File: config.mk
export PLATFORM = sky130hd
export DESIGN_NAME = stack_ctrl
export DESIGN_NICKNAME = d
export VERILOG_FILES = /design/src/rtl/stack_ctrl.sv
export SDC_FILE = /design/constraint.sdc
export NUM_CORES = 1
export LEC_CHECK = 0
export BUFFER_PORTS_ARGS = -buffer_cell sky130_fd_sc_hd__buf_4
export CAP_MARGIN = 20
export CORE_ASPECT_RATIO = 0.5
export CORE_MARGIN = 5
export CORE_UTILIZATION = 66
export CTS_CLUSTER_DIAMETER = 60
export DETAILED_ROUTE_END_ITERATION = 6
export PLACE_DENSITY_LB_ADDON = 0.15
export SETUP_SLACK_MARGIN = 0.02
export SLEW_MARGIN = 20
export SYNTH_ARGS = -nofsm -noshare
export SYNTH_HDL_FRONTEND = slang
export SYNTH_SLANG_ARGS = --single-unit
File: constraint.sdc
create_clock -name clk -period 8.8 [get_ports clk]
set_input_delay 2.64 -clock clk [delete_from_list [all_inputs] [get_ports clk]]
set_output_delay 2.64 -clock clk [all_outputs]
set_load 0.01 [all_outputs]
File: src/rtl/stack_ctrl.sv
// 16 x 8-bit hardware stack with a four-state request/done controller.
// Ports: clk, reset, req, op[1:0], push_data[7:0] in; busy, done, err, tos, nos, count, empty, full out.
module stack_ctrl (
  input  logic       clk,
  input  logic       reset,
  input  logic       req,
  input  logic [1:0] op,
  input  logic [7:0] push_data,
  output logic       busy,
  output logic       done,
  output logic       err,
  output logic [7:0] tos,
  output logic [7:0] nos,
  output logic [4:0] count,
  output logic       empty,
  output logic       full
);

  typedef enum logic [1:0] {
    IDLE,
    EXEC,
    EXEC2,
    DONE
  } state_t;

  localparam logic [1:0] OP_PUSH = 2'b00;
  localparam logic [1:0] OP_POP  = 2'b01;
  localparam logic [1:0] OP_POP2 = 2'b10;
  localparam logic [1:0] OP_PEEK = 2'b11;

  state_t     state;
  logic [7:0] mem [16];
  logic [1:0] op_q;
  logic [7:0] data_q;
  logic       err_q;
  logic [3:0] top_idx;
  logic [3:0] sec_idx;

  assign empty   = (count == 5'd0);
  assign full    = (count == 5'd16);
  assign top_idx = 4'(count - 5'd1);
  assign sec_idx = 4'(count - 5'd2);

  // done rises on the DONE->IDLE edge and is high for the first IDLE
  // cycle; that cycle is a turnaround, so req is only taken once done
  // has dropped again.
  always_ff @(posedge clk) begin
    if (reset) begin
      state  <= IDLE;
      count  <= 5'd0;
      tos    <= 8'h00;
      nos    <= 8'h00;
      done   <= 1'b0;
      err    <= 1'b0;
      busy   <= 1'b0;
      err_q  <= 1'b0;
      op_q   <= 2'b00;
      data_q <= 8'h00;
    end else begin
      done <= 1'b0;
      err  <= 1'b0;
      unique case (state)
        IDLE: begin
          if (req && !done) begin
            op_q   <= op;
            data_q <= push_data;
            err_q  <= 1'b0;
            busy   <= 1'b1;
            state  <= EXEC;
          end
        end
        EXEC: begin
          state <= DONE;
          unique case (op_q)
            OP_PUSH: begin
              if (full) begin
                err_q <= 1'b1;
              end else begin
                mem[count[3:0]] <= data_q;
                count <= count + 5'd1;
              end
            end
            OP_POP: begin
              if (empty) begin
                err_q <= 1'b1;
              end else begin
                tos   <= mem[top_idx];
                count <= count - 5'd1;
              end
            end
            OP_PEEK: begin
              if (empty) err_q <= 1'b1;
              else       tos   <= mem[top_idx];
            end
            OP_POP2: begin
              // atomic: nothing moves unless both entries exist
              if (count < 5'd2) begin
                err_q <= 1'b1;
              end else begin
                tos   <= mem[top_idx];
                state <= EXEC2;
              end
            end
            default: ;
          endcase
        end
        EXEC2: begin
          nos   <= mem[sec_idx];
          count <= count - 5'd2;
          state <= DONE;
        end
        DONE: begin
          done  <= 1'b1;
          err   <= err_q;
          busy  <= 1'b0;
          state <= IDLE;
        end
        default: state <= IDLE;
      endcase
    end
  end

endmodule

==> impl_results.md <==
- TritonRoute pass-1 iters: 5
- CP cell instances: inv_1, ha_2, nor4bb_1, buf_4
- Worst skew pair latency: 0.43 ns
- Die area: 14000 um2
- Number of global-route vias before repair: 4539
- Unrepaired setup endpoints after global routing: no
- Critical path required time: 6.16 ns
- Max Freq: 0.198 GHz
- Most area-consuming cells after synthesis: edfxtp_1, mux4_2, dfxtp_1
- First-pass GRT wire length: 27900 um
- Kind of critical path: reg2out
- Clock share of power: 26.3%
- Crit Path Max Fanout: 39
- Seq/Total Area, Yosys: 59.7%
- Slew margin rel.: 32.9%
- Largest net degree at the start of global routing: 66
- Final Skew: 0.00865 ns
- Die Span Y: 86.3 um
- Fin. max-slew vios: 0
- Placed insts: 643
- Cell family with most CP delay: flip-flops
- Synth top area share: 50.0%
- Top Ports: 39
- Worst hold slack: 0.464 ns
- Hold Crit Start: err_q$_SDFFE_PP0P_
- Commonest non-fill, non-tap cells in the layout: edfxtp_1, mux4_2, buf_4
- Gr usage total: 27.7%
- Crit-path slowest cell: dfxtp_2
- DRT antenna net count: 0
- Yosys reg bits: 165
- Clk pin slew, worst setup/hold paths: 0.07 ns
- Vias: 4725
- Pre-CTS setup slack: 4.24 ns
- Drt wl/cell: 27.4 um
- Initial Utilization: 68.7%
- Fin cells: 676
- FF-to-FF path depth: 7
- Post-route DRC: 0
- Root Buffer: clkbuf_16
- Initial antenna violation count: 1
- Syn Area/Cell: 16.3 um2
- Total negative setup slack: 0 ns
- Hpwl dp: 12400 um
- Final Hold Fails: 0
- Post-synth EDFFs: 128
- Pleak: 3.00 nW
- Vias/cell: 6.99
- Row count: 27
- Combinational Power Share: 35.9%
- Crit path time final: 5.04 ns
- Internal power: 1.77 mW
- Maximum vdd drop: 175 uV
- Layout cells sized above 1: 32.1%
- Pwr Total: 2.75 mW
- Aggregate routed wire length: 18500 um
- Fin util: 77.3%
- Placed inst area: 8050 um2
- Worst slew pin tran: 1.01 ns
- Sw Share: 35.7%
- FF-to-FF End: mem[11][2]$_DFFE_PP_
- TritonCTS clock tree: yes
- Outcome: complete, no violations
- Largest stage delay, worst path: 0.99 ns
- Cell Pwr Density: 319 nW/um2
- Core area: 11200 um2
- N_diodes: 0
- Clk sinks: 165
- Commonest non-fill, non-tap cell in the layout: edfxtp_1
- Seq pwr share: 37.7%
- Maxcap violations: 0
- Async S/R FF share, synth: 0%
- # resized after CTS: 0
- Post-synthesis cell count: 472
- CTS buffer count: 17
- Mapped Nets: 497
- Critical Path Start Type: flip-flop
- Final setup fails: 0
- RR Startpoint: count[1]$_SDFFE_PP0P_
- Critical path data arrival time: 2.40 ns
- Buf/Inv on CP: 2
- Hold Buf Count CTS: 0
- Placer Congestion: 0.870
- Synth Cell Area: 7680 um2
- YS warnings: 0
- Die width: 163 um
- PnR worst setup slack: 3.76 ns
- Iteration-0 DRC Markers: 835
- Nets@finish: 529
- Reg2reg setup slack: 4.90 ns
- Clock Tree Buf Depth: 2
- Final period util: 57.3%
- Final instance area: 8640 um2
- Hold crit path type: reg2reg
- Post-CTS Setup Inserts: 0
- Sw Pwr: 0.981 mW
- Hold Path Cell Cnt: 1
- Overflow after GRT: 0
- Crit. End Element: output pin
- Top_reg_cell synth: edfxtp_1
- Hold Path End: err$_SDFF_PP0_
- Synth area leader: edfxtp_1
- Port buffer count: 38
- Htree depth: 4
- Layout area overhead: 12.5%
- Yosys cell types: 49
-- worst max path at each step --
stage / from / to / slack, ns / depth (start not counted)
6_report: count[1]$_SDFFE_PP0P_ / full / 3.76 / 4
5_1_grt: count[1]$_SDFFE_PP0P_ / full / 3.59 / 4
3_5_place_dp: count[1]$_SDFFE_PP0P_ / full / 4.24 / 4
4_1_cts: count[1]$_SDFFE_PP0P_ / full / 3.77 / 4
2_1_floorplan: count[0]$_SDFFE_PP0P_ / full / 4.42 / 7
3_3_place_gp: count[1]$_SDFFE_PP0P_ / full / 4.28 / 4
-- cell type report --
cell class              instances  area, um2
clock inverters                15        150
inverters                      12       45.0
repair buffers                 45        342
well taps                     159        199
flip-flops and latches        165       4590
clock buffers                  17        425
multi-input cells             263       2890
fillers                       623       2540
-- cells in the mapped netlist, types with 2 or more instances --
library cell,instances
nor3_1,5
buf_6,3
nor4_1,8
ha_1,12
xor2_1,4
dfxtp_1,37
mux2i_1,24
edfxtp_1,128
mux2_2,12
nand3b_1,2
a21oi_1,14
nand3_1,5
a31oi_1,2
buf_4,5
a22oi_1,12
nand4_1,2
buf_1,5
nor3b_1,7
inv_1,12
nand2b_1,3
nor2b_1,4
or2_2,6
a221o_1,8
o21ai_0,3
mux4_2,64
buf_2,8
a221oi_1,2
o21ai_1,2
and2_0,2
clkbuf_1,11
nand2_1,10
nor2_1,33
-- logic make-up (layout without fill, tap and decap cells) --
| family | Yosys count | after routing | synth area share, % |
|---|---|---|---|
| flops | 165 | 165 | 59.7 |
| mux | 100 | 100 | 23.7 |
| simple gates | 96 | 96 | 6.68 |
| compound gates | 50 | 50 | 4.63 |
| buf+inv | 44 | 89 | 2.82 |
| fa+ha+maj | 12 | 12 | 1.95 |
| xor+xnor | 5 | 5 | 0.570 |
-- power groups by stage --
stage / combinational (mW) / sequential [mW] / clock, mW
4_1_cts: 0.966 / 1.04 / 0.726
3_5_place_dp: 0.953 / 1.05 / 0
2_1_floorplan: 0.740 / 0.992 / 0
6_report: 0.989 / 1.04 / 0.724
3_3_place_gp: 0.946 / 1.05 / 0
5_1_grt: 1.05 / 1.05 / 0.763
-- routing by layer --
metal | vias up | wire length, um | GRT usage, %
li1 | 1971 | - | -
met3 | 37 | 2960 | 12.2
met4 | 2 | 317 | 7.15
met2 | 363 | 7760 | 39.2
met1 | 2352 | 7440 | 39.9
met5 | - | 8 | 0
-- state kept, by name (all words and copies together) (netlist names) --
signal and flops:
mem 128, data_q 8, nos 8, tos 8
count 5, op_q 2, state 2, busy 1
done 1, err 1, err_q 1
Power figures use the tool's default switching activity.
